### src/rtl/hex_scan_display.sv
`default_nettype none
// +----------------------------------------------------------------------------+
// | hex_scan_display: multiplexed common-anode 7-seg driver for a hex word     |
// | Rev 1.0 - initial release                                                  |
// +----------------------------------------------------------------------------+
module hex_scan_display #(
  parameter int DIGITS        = 4,
  parameter int DIV           = 50000,
  parameter int BLANK_CYC     = 500,
  parameter int AN_ACTIVE_LOW = 1
) (
  input  logic                  clk,
  input  logic                  rst_n,
  input  logic [4*DIGITS-1:0]   value,
  input  logic                  load,
  input  logic [DIGITS-1:0]     blank_mask,
  input  logic                  lz_en,
  output logic [6:0]            seg,
  output logic [DIGITS-1:0]     an,
  output logic [2:0]            digit_idx,
  output logic                  frame_tick
);

  localparam int                CW       = (DIV > 1) ? $clog2(DIV) : 1;
  localparam logic [CW-1:0]     CNT_LAST = CW'(DIV - 1);
  localparam logic [2:0]        IDX_LAST = 3'(DIGITS - 1);
  localparam logic [DIGITS-1:0] AN_OFF   = {DIGITS{AN_ACTIVE_LOW != 0}};
  localparam logic [6:0]        SEG_OFF  = 7'h7F;

  logic [CW-1:0]         cnt_q, cnt_d;
  logic [2:0]            idx_q, idx_d;
  logic [4*DIGITS-1:0]   pending_q, pending_d;
  logic                  pend_flag_q, pend_flag_d;
  logic [4*DIGITS-1:0]   disp_q, disp_d;
  logic [6:0]            seg_q, seg_d;
  logic [DIGITS-1:0]     an_q, an_d;
  logic                  frame_tick_q, frame_tick_d;

  logic                  slot_end;
  logic                  frame_wrap;
  logic [3:0]            cur_nib;
  logic                  cur_forced;
  logic                  upper_zero;
  logic                  in_dead;
  logic                  dark;
  logic [DIGITS-1:0]     onehot;

  function automatic logic [6:0] hex_to_seg(input logic [3:0] nib);
    logic [6:0] s;
    case (nib)
      4'h0: s = 7'b0000001;
      4'h1: s = 7'b1001111;
      4'h2: s = 7'b0010010;
      4'h3: s = 7'b0000110;
      4'h4: s = 7'b1001100;
      4'h5: s = 7'b0100100;
      4'h6: s = 7'b0100000;
      4'h7: s = 7'b0001111;
      4'h8: s = 7'b0000000;
      4'h9: s = 7'b0001100;
      4'hA: s = 7'b0001000;
      4'hB: s = 7'b1100000;
      4'hC: s = 7'b0110001;
      4'hD: s = 7'b1000010;
      4'hE: s = 7'b0110000;
      default: s = 7'b0111000;
    endcase
    return s;
  endfunction

  // Slot counter and digit scan
  always_comb begin
    slot_end     = (cnt_q == CNT_LAST);
    frame_wrap   = slot_end && (idx_q == IDX_LAST);
    cnt_d        = slot_end ? '0 : cnt_q + CW'(1);
    idx_d        = idx_q;
    if (slot_end) begin
      idx_d = frame_wrap ? 3'd0 : idx_q + 3'd1;
    end
    frame_tick_d = frame_wrap;
  end

  // A load coinciding with the frame boundary bypasses the pending buffer.
  always_comb begin
    pending_d   = pending_q;
    pend_flag_d = pend_flag_q;
    disp_d      = disp_q;
    if (load) begin
      pending_d = value;
    end
    if (frame_wrap) begin
      pend_flag_d = 1'b0;
      if (load) begin
        disp_d = value;
      end else if (pend_flag_q) begin
        disp_d = pending_q;
      end
    end else if (load) begin
      pend_flag_d = 1'b1;
    end
  end

  // upper_zero accumulates "all nibbles from the top down to k are zero".
  always_comb begin
    cur_nib    = 4'h0;
    cur_forced = 1'b0;
    upper_zero = 1'b1;
    onehot     = '0;
    for (int k = DIGITS - 1; k >= 0; k--) begin
      upper_zero = upper_zero && (disp_q[4*k +: 4] == 4'h0);
      if (idx_q == 3'(k)) begin
        cur_nib    = disp_q[4*k +: 4];
        cur_forced = blank_mask[k] || (lz_en && (k != 0) && upper_zero);
        onehot[k]  = 1'b1;
      end
    end
    in_dead = (32'(cnt_q) < 32'(BLANK_CYC));
    dark    = cur_forced || in_dead;
    seg_d   = dark ? SEG_OFF : hex_to_seg(cur_nib);
    an_d    = dark ? AN_OFF : (onehot ^ AN_OFF);
  end

  always_ff @(posedge clk or negedge rst_n) begin
    if (!rst_n) begin
      cnt_q        <= '0;
      idx_q        <= 3'd0;
      pending_q    <= '0;
      pend_flag_q  <= 1'b0;
      disp_q       <= '0;
      seg_q        <= SEG_OFF;
      an_q         <= AN_OFF;
      frame_tick_q <= 1'b0;
    end else begin
      cnt_q        <= cnt_d;
      idx_q        <= idx_d;
      pending_q    <= pending_d;
      pend_flag_q  <= pend_flag_d;
      disp_q       <= disp_d;
      seg_q        <= seg_d;
      an_q         <= an_d;
      frame_tick_q <= frame_tick_d;
    end
  end

  assign seg        = seg_q;
  assign an         = an_q;
  assign digit_idx  = idx_q;
  assign frame_tick = frame_tick_q;

endmodule
`default_nettype wire

### config.mk
export PLATFORM = sky130hd
export DESIGN_NAME = hex_scan_display
export DESIGN_NICKNAME = d
export VERILOG_FILES = /design/src/rtl/hex_scan_display.sv
export SDC_FILE = /design/constraint.sdc
export NUM_CORES = 1
export LEC_CHECK = 0
export BUFFER_PORTS_ARGS = -buffer_cell sky130_fd_sc_hd__buf_2
export CORE_MARGIN = 1
export CORE_UTILIZATION = 33
export DETAILED_ROUTE_END_ITERATION = 7
export HOLD_SLACK_MARGIN = 0.06
export PLACE_DENSITY = 0.54
export SLEW_MARGIN = 0
export SYNTH_ARGS = -nofsm -noshare
export SYNTH_HDL_FRONTEND = slang
export SYNTH_SLANG_ARGS = --single-unit
### constraint.sdc
create_clock -name clk -period 3.1 [get_ports clk]
set_clock_uncertainty 0.05 [all_clocks]
set_input_delay 0 -clock clk [delete_from_list [all_inputs] [get_ports clk]]
set_output_delay 0 -clock clk [all_outputs]
set_load 0.05 [all_outputs]
Word-level counts from Yosys, hierarchy flattened
Memories as Yosys holds them, arrays and structs flattened.
Cells that the tools add are included.
{"block": "classes", "addsub": 2, "magnitude_cmp": 1, "n_eq_ne": 4, "n_mux": 20, "bitwise": 1, "reduce_logical": 17}
{"cell": "$mux W16", "count": 3}
{"cell": "$mux W4", "count": 5}
{"cell": "$add A16 B1 Y16 const B", "count": 1}
{"cell": "$eq A16 B16 Y1 const B", "count": 1}
{"cell": "$lt A16 B9 Y1 const B", "count": 1}
{"cell": "$logic_not A4 Y1", "count": 3}
{"cell": "$mux W1", "count": 10}
{"cell": "$mux W7", "count": 1}
{"cell": "$eq A3 B2 Y1 const B", "count": 2}
{"cell": "$logic_and A1 B1 Y1", "count": 6}
{"cell": "$logic_or A1 B1 Y1", "count": 4}
{"cell": "$not A4 Y4", "count": 1}
{"cell": "$reduce_bool A2 Y1", "count": 2}
{"cell": "$add A3 B1 Y3 const B", "count": 1}
{"cell": "$eq A3 B1 Y1 const B", "count": 1}
{"cell": "$logic_not A3 Y1", "count": 1}
{"cell": "$mux W3", "count": 1}
{"cell": "$reduce_and A2 Y1", "count": 1}
{"block": "totals", "ff_bits": 64, "romBits": 112, "wordCells": 54, "memories": 1}
{"name": "(no name shown)", "depth": 16, "width": 7, "rd": 1, "rd_clocked_by_memory_dff": 0, "write_ports": 0, "line_no": "50", "rtl": "case (nib)"}

Depth between registers and ports, before layout
{"block": "depth", "word_depth": 9, "depth_mapped": 12}

Least setup slack after synthesis
OpenSTA, ideal clock, no wires.
{"block": "synth_timing", "path_type": "register -> register", "startpoint": "register idx_q[0] (netlist: digit_idx[0])", "endpoint": "register seg_q[3] (netlist: seg[3])", "setup_time_ps": 97, "arrival_ps": 2738, "t_required_ps": 2953, "path_slack_ps": 215, "stages_incl_launch_ff": 12, "path_buffers": 1, "synth_period_minus_slack_ps": 2885, "path_cell_list": "dfrtp_1 -> inv_1 -> ha_1 -> buf_2 -> a211o_1 -> a21oi_1 -> or3_1 -> inv_1 -> ha_1 -> nor3b_1 -> a2111oi_0 -> o21ai_0"}
{"block": "synth_via", "elab_chain_len": 7}
{"element": "start: declaration", "line_no": "31", "rtl": "logic [2:0] idx_q, idx_d;"}
{"element": "start signal: assignment", "line_no": "135", "rtl": "idx_q <= idx_d;"}
{"element": "$eq A3 B2 Y1", "line_no": "111", "rtl": "if (idx_q == 3'(k)) begin"}
{"element": "$mux W4 / $mux W1 (equally long branches) (4 in series)", "line_no": "111"}
{"element": "$mem_v2 Z16 W7 / $logic_or A1 B1 Y1 (equally long branches)"}
{"element": "$mux W7 *", "line_no": "119", "rtl": "seg_d = dark ? SEG_OFF : hex_to_seg(cur_nib);"}
{"element": "via seg_d[3]", "line_no": "35", "rtl": "logic [6:0] seg_q, seg_d;"}
{"element": "end signal: assignment", "line_no": "139", "rtl": "seg_q <= seg_d;"}
{"element": "end: declaration", "line_no": "35"}
The timed path passes the listed nets; every way through them passes the cells marked *.
A chain may end at the register's enable or synchronous reset.

Final worst setup path
Same ends and word-level chain as after synthesis.

==> impl_metrics.yaml <==
setup_path:
  crit_type: "register to register"
  r2r_cells: 10
  crit_path_top_delay_cell: "dfrtp_1"
  r2r_end: "seg[3]$_DFF_PN1_"
  cp-end-kind: "register"
  crit_arrival_ps: 2960
  cp.required_ps: 3290
  crit_end: "seg[3]$_DFF_PN1_"
  rrSetupSlack_ps: 330
  worstReg2RegStart: "digit_idx[0]$_DFFE_PN0N_"
  start_kind: "register"
  worstPathCellList: "inv_1, ha_1, a211o_1, a21oi_1, or3_1, inv_1, ha_1, nor3b_1, a2111oi_0, o21ai_0"
  critPathMaxStageDelay_ps: 400
  cp_max_fo: 10
  worstSetupStartpoint: "digit_idx[0]$_DFFE_PN0N_"
clock_tree:
  postCtsHoldBufs: 18
  cts_setup_buffers: 0
  cts_resized: 0
  numCtsBuffers: 9
  cts_tree: "built"
  clock_tree.root_cell: "clkbuf_8"
  clkTransAtPathRegs_ps: 70
  ctsLongestPathBuffers: 2
  cts.sinks: 64
  clock_latency_ps: 340
  htree_levels: 3
synth:
  syn-num-nets: 292
  synthDistinctLibCells: 52
  synthesis.area_per_instance_sq_um: 12.02
  yosysWarnings: 0
  synth_fa_ha_area_share_pct: 4.457
  synthCells: 257
  synth_top_family_by_area: "simple AND/OR/NAND/NOR gates"
  synth-simple-area-share_pct: 13.70
  synthArstFlopShare_pct: 100.0
  syn_area_sq_um: 3088
  synth_xor_area_share_pct: 3.971
  synthMuxAreaShare_pct: 12.64
  synth_compound_area_share_pct: 9.724
  synth_edf_count: 0
  yosysSeqAreaShare_pct: 52.31
  ys.flop_type: "dfrtp_1"
  yosys_register_bits: 64
floorplan:
  start_util_pct: 34.73
  ios: 39
  die_w_microns: 98.74
  die_area_sq_um: 9749
  core_sq_um: 8891
  rows: 34
  die_h_microns: 98.74
detailed_routing:
  wl_per_cell_microns: 14.67
  routed_wl_microns: 6309
  antenna_left: 0
  routed_via_density: 5.037
  route.detailed.drc: 0
  drt_first_iter_violations: 70
  first_pass_iters: 4
  routed-via-count: 2166
flow_run:
  drv_cap: 0
final_layout:
  antenna_cells: 0
  design.final.nets: 352
  final_cells: 430
  mostFrequentLayoutCell: "dfrtp_1"
  mostFrequentLayoutCells: "dfrtp_1, buf_2, mux2_2"
  area_growth_syn_to_layout_pct: 22.41
  drive_gt1_share_pct: 32.92
grt:
  grt_first_pass_wirelength_microns: 10890
  antenna_found_initial: 0
  first_global_vias: 2265
  grt_max_degree: 38
  grt_overflow: 0
  track_usage_pct: 14.44
sta:
  timing.fmax_ghz: 0.3607
  finalSetupTns_ps: 0
  final_hold_viol_count: 0
  tightestPinTransition_ps: 804.1
  drv_slew: 0
  slew_headroom_pct: 46.40
  setup_violations: 0
  fin_crit_ps: 2773
  fin_crit_sh_pct: 89.44
  rsz0062_at_grt: "false"
worst_hold_path:
  min_path_type: "primary input to register"
  holdPathStages: 2
power:
  power.density_nw_per_um2: 445.5
  peakVddDrop_mv: 0.3159
  power_leakage_nw: 1.659
place:
  place.gp.congestion: 0.7986
  port_buffers: 38
  dp_hpwl_microns: 4404
  dp.cells: 396
run_status:
  run_status: "finished, final reports clean"
==> kinds of logic (layout without fill, tap and decap cells) <==
kind of cell / Yosys count / count (layout)
and+or+nand+nor: 71 / 71
DFF: 64 / 64
muxes: 35 / 35
adders and majority gates: 11 / 11
AOI/OAI and AO/OA: 40 / 40
xor gates and xnor gates: 14 / 14
buffers and inverters: 22 / 87
==> synthesized netlist by cell type (4+ instances only) <==
cell,instances,area (sq um)
nand2b_1,5,31.28
inv_1,10,37.54
ha_1,11,137.6
a21oi_1,6,30.03
nand3b_1,5,37.54
mux2_2,32,360.4
buf_2,4,20.02
xor2_1,7,61.31
o21ai_0,6,30.03
xnor2_1,7,61.31
nor2_1,15,56.30
dfrtp_1,53,1326
nand2_1,7,26.28
nor2b_1,4,25.02
nand3_1,8,40.04
clkbuf_1,5,18.77
nor3_1,7,35.03
dfstp_2,11,289.0
==> power by group <==
group | internal (mW) | switching (mW)
Combinational | 0.0457 | 0.0373
Sequential | 0.856 | 0.00458
Clock | 0.438 | 0.302
Total | 1.34 | 0.344
==> critical path: cells and delay by family, from the launching register on <==
| family | cells | cell delay, ps |
|---|---|---|
| and+or+nand+nor | 2 | 400 |
| AOI/OAI and AO/OA | 4 | 1050 |
| adders and majority gates | 2 | 560 |
| DFF | 1 | 400 |
| buffers and inverters | 2 | 200 |
==> state kept, by name, indices dropped and copies added, names as in the netlist <==
| signal | cells |
|---|---|
| pend_flag_q | 1 |
| pending_q | 16 |
| disp_q | 16 |
| cnt_q | 16 |
| an | 4 |
| seg | 7 |
| digit_idx | 3 |
| frame_tick | 1 |
==> how the worst min path moves through the flow <==
stage	start	end
after floorplan	rst_n	cnt_q[0]$_DFF_PN0_
after global placement	rst_n	pending_q[13]$_DFFE_PN0P_
after detailed placement	rst_n	pending_q[13]$_DFFE_PN0P_
after CTS	load	pending_q[8]$_DFFE_PN0P_
after global routing	load	pending_q[14]$_DFFE_PN0P_
final	load	pending_q[8]$_DFFE_PN0P_
==> routing by layer <==
layer	up-vias	part of all wire (%)	global-route usage (%)
li1	1044	-	-
met1	1069	45	17.09
met2	44	48	24.00
met3	9	5.4	5.745
met4	0	1.6	4.822
met5	-	0	0
==> area by class of cell <==
| cell class | count | area, sq um |
|---|---|---|
| Fill cell | 884 | 5111 |
| Sequential cell | 64 | 1615 |
| Multi-Input combinational cell | 171 | 1374 |
| Timing Repair Buffer | 61 | 407.9 |
| Clock buffer | 14 | 172.7 |
| Tap cell | 108 | 135.1 |
| Clock inverter | 2 | 37.54 |
| Inverter | 10 | 37.54 |
==> stage by stage <==
step	hold slack [ps]	util, %	area (sq um)	setup slack [ps]	power [mW]
after floorplan	-345.6	-	3088	214.8	0.9051
after global placement	95.02	38.12	3390	463.0	0.9429
after detailed placement	90.35	38.12	3390	359.5	0.9451
after CTS	157.1	42.51	3780	301.7	1.713
after global routing	161.6	42.51	3780	7.982	1.764
final	155.5	42.51	3780	327.3	1.684
Note: power is estimated with default switching activity, not from simulation.
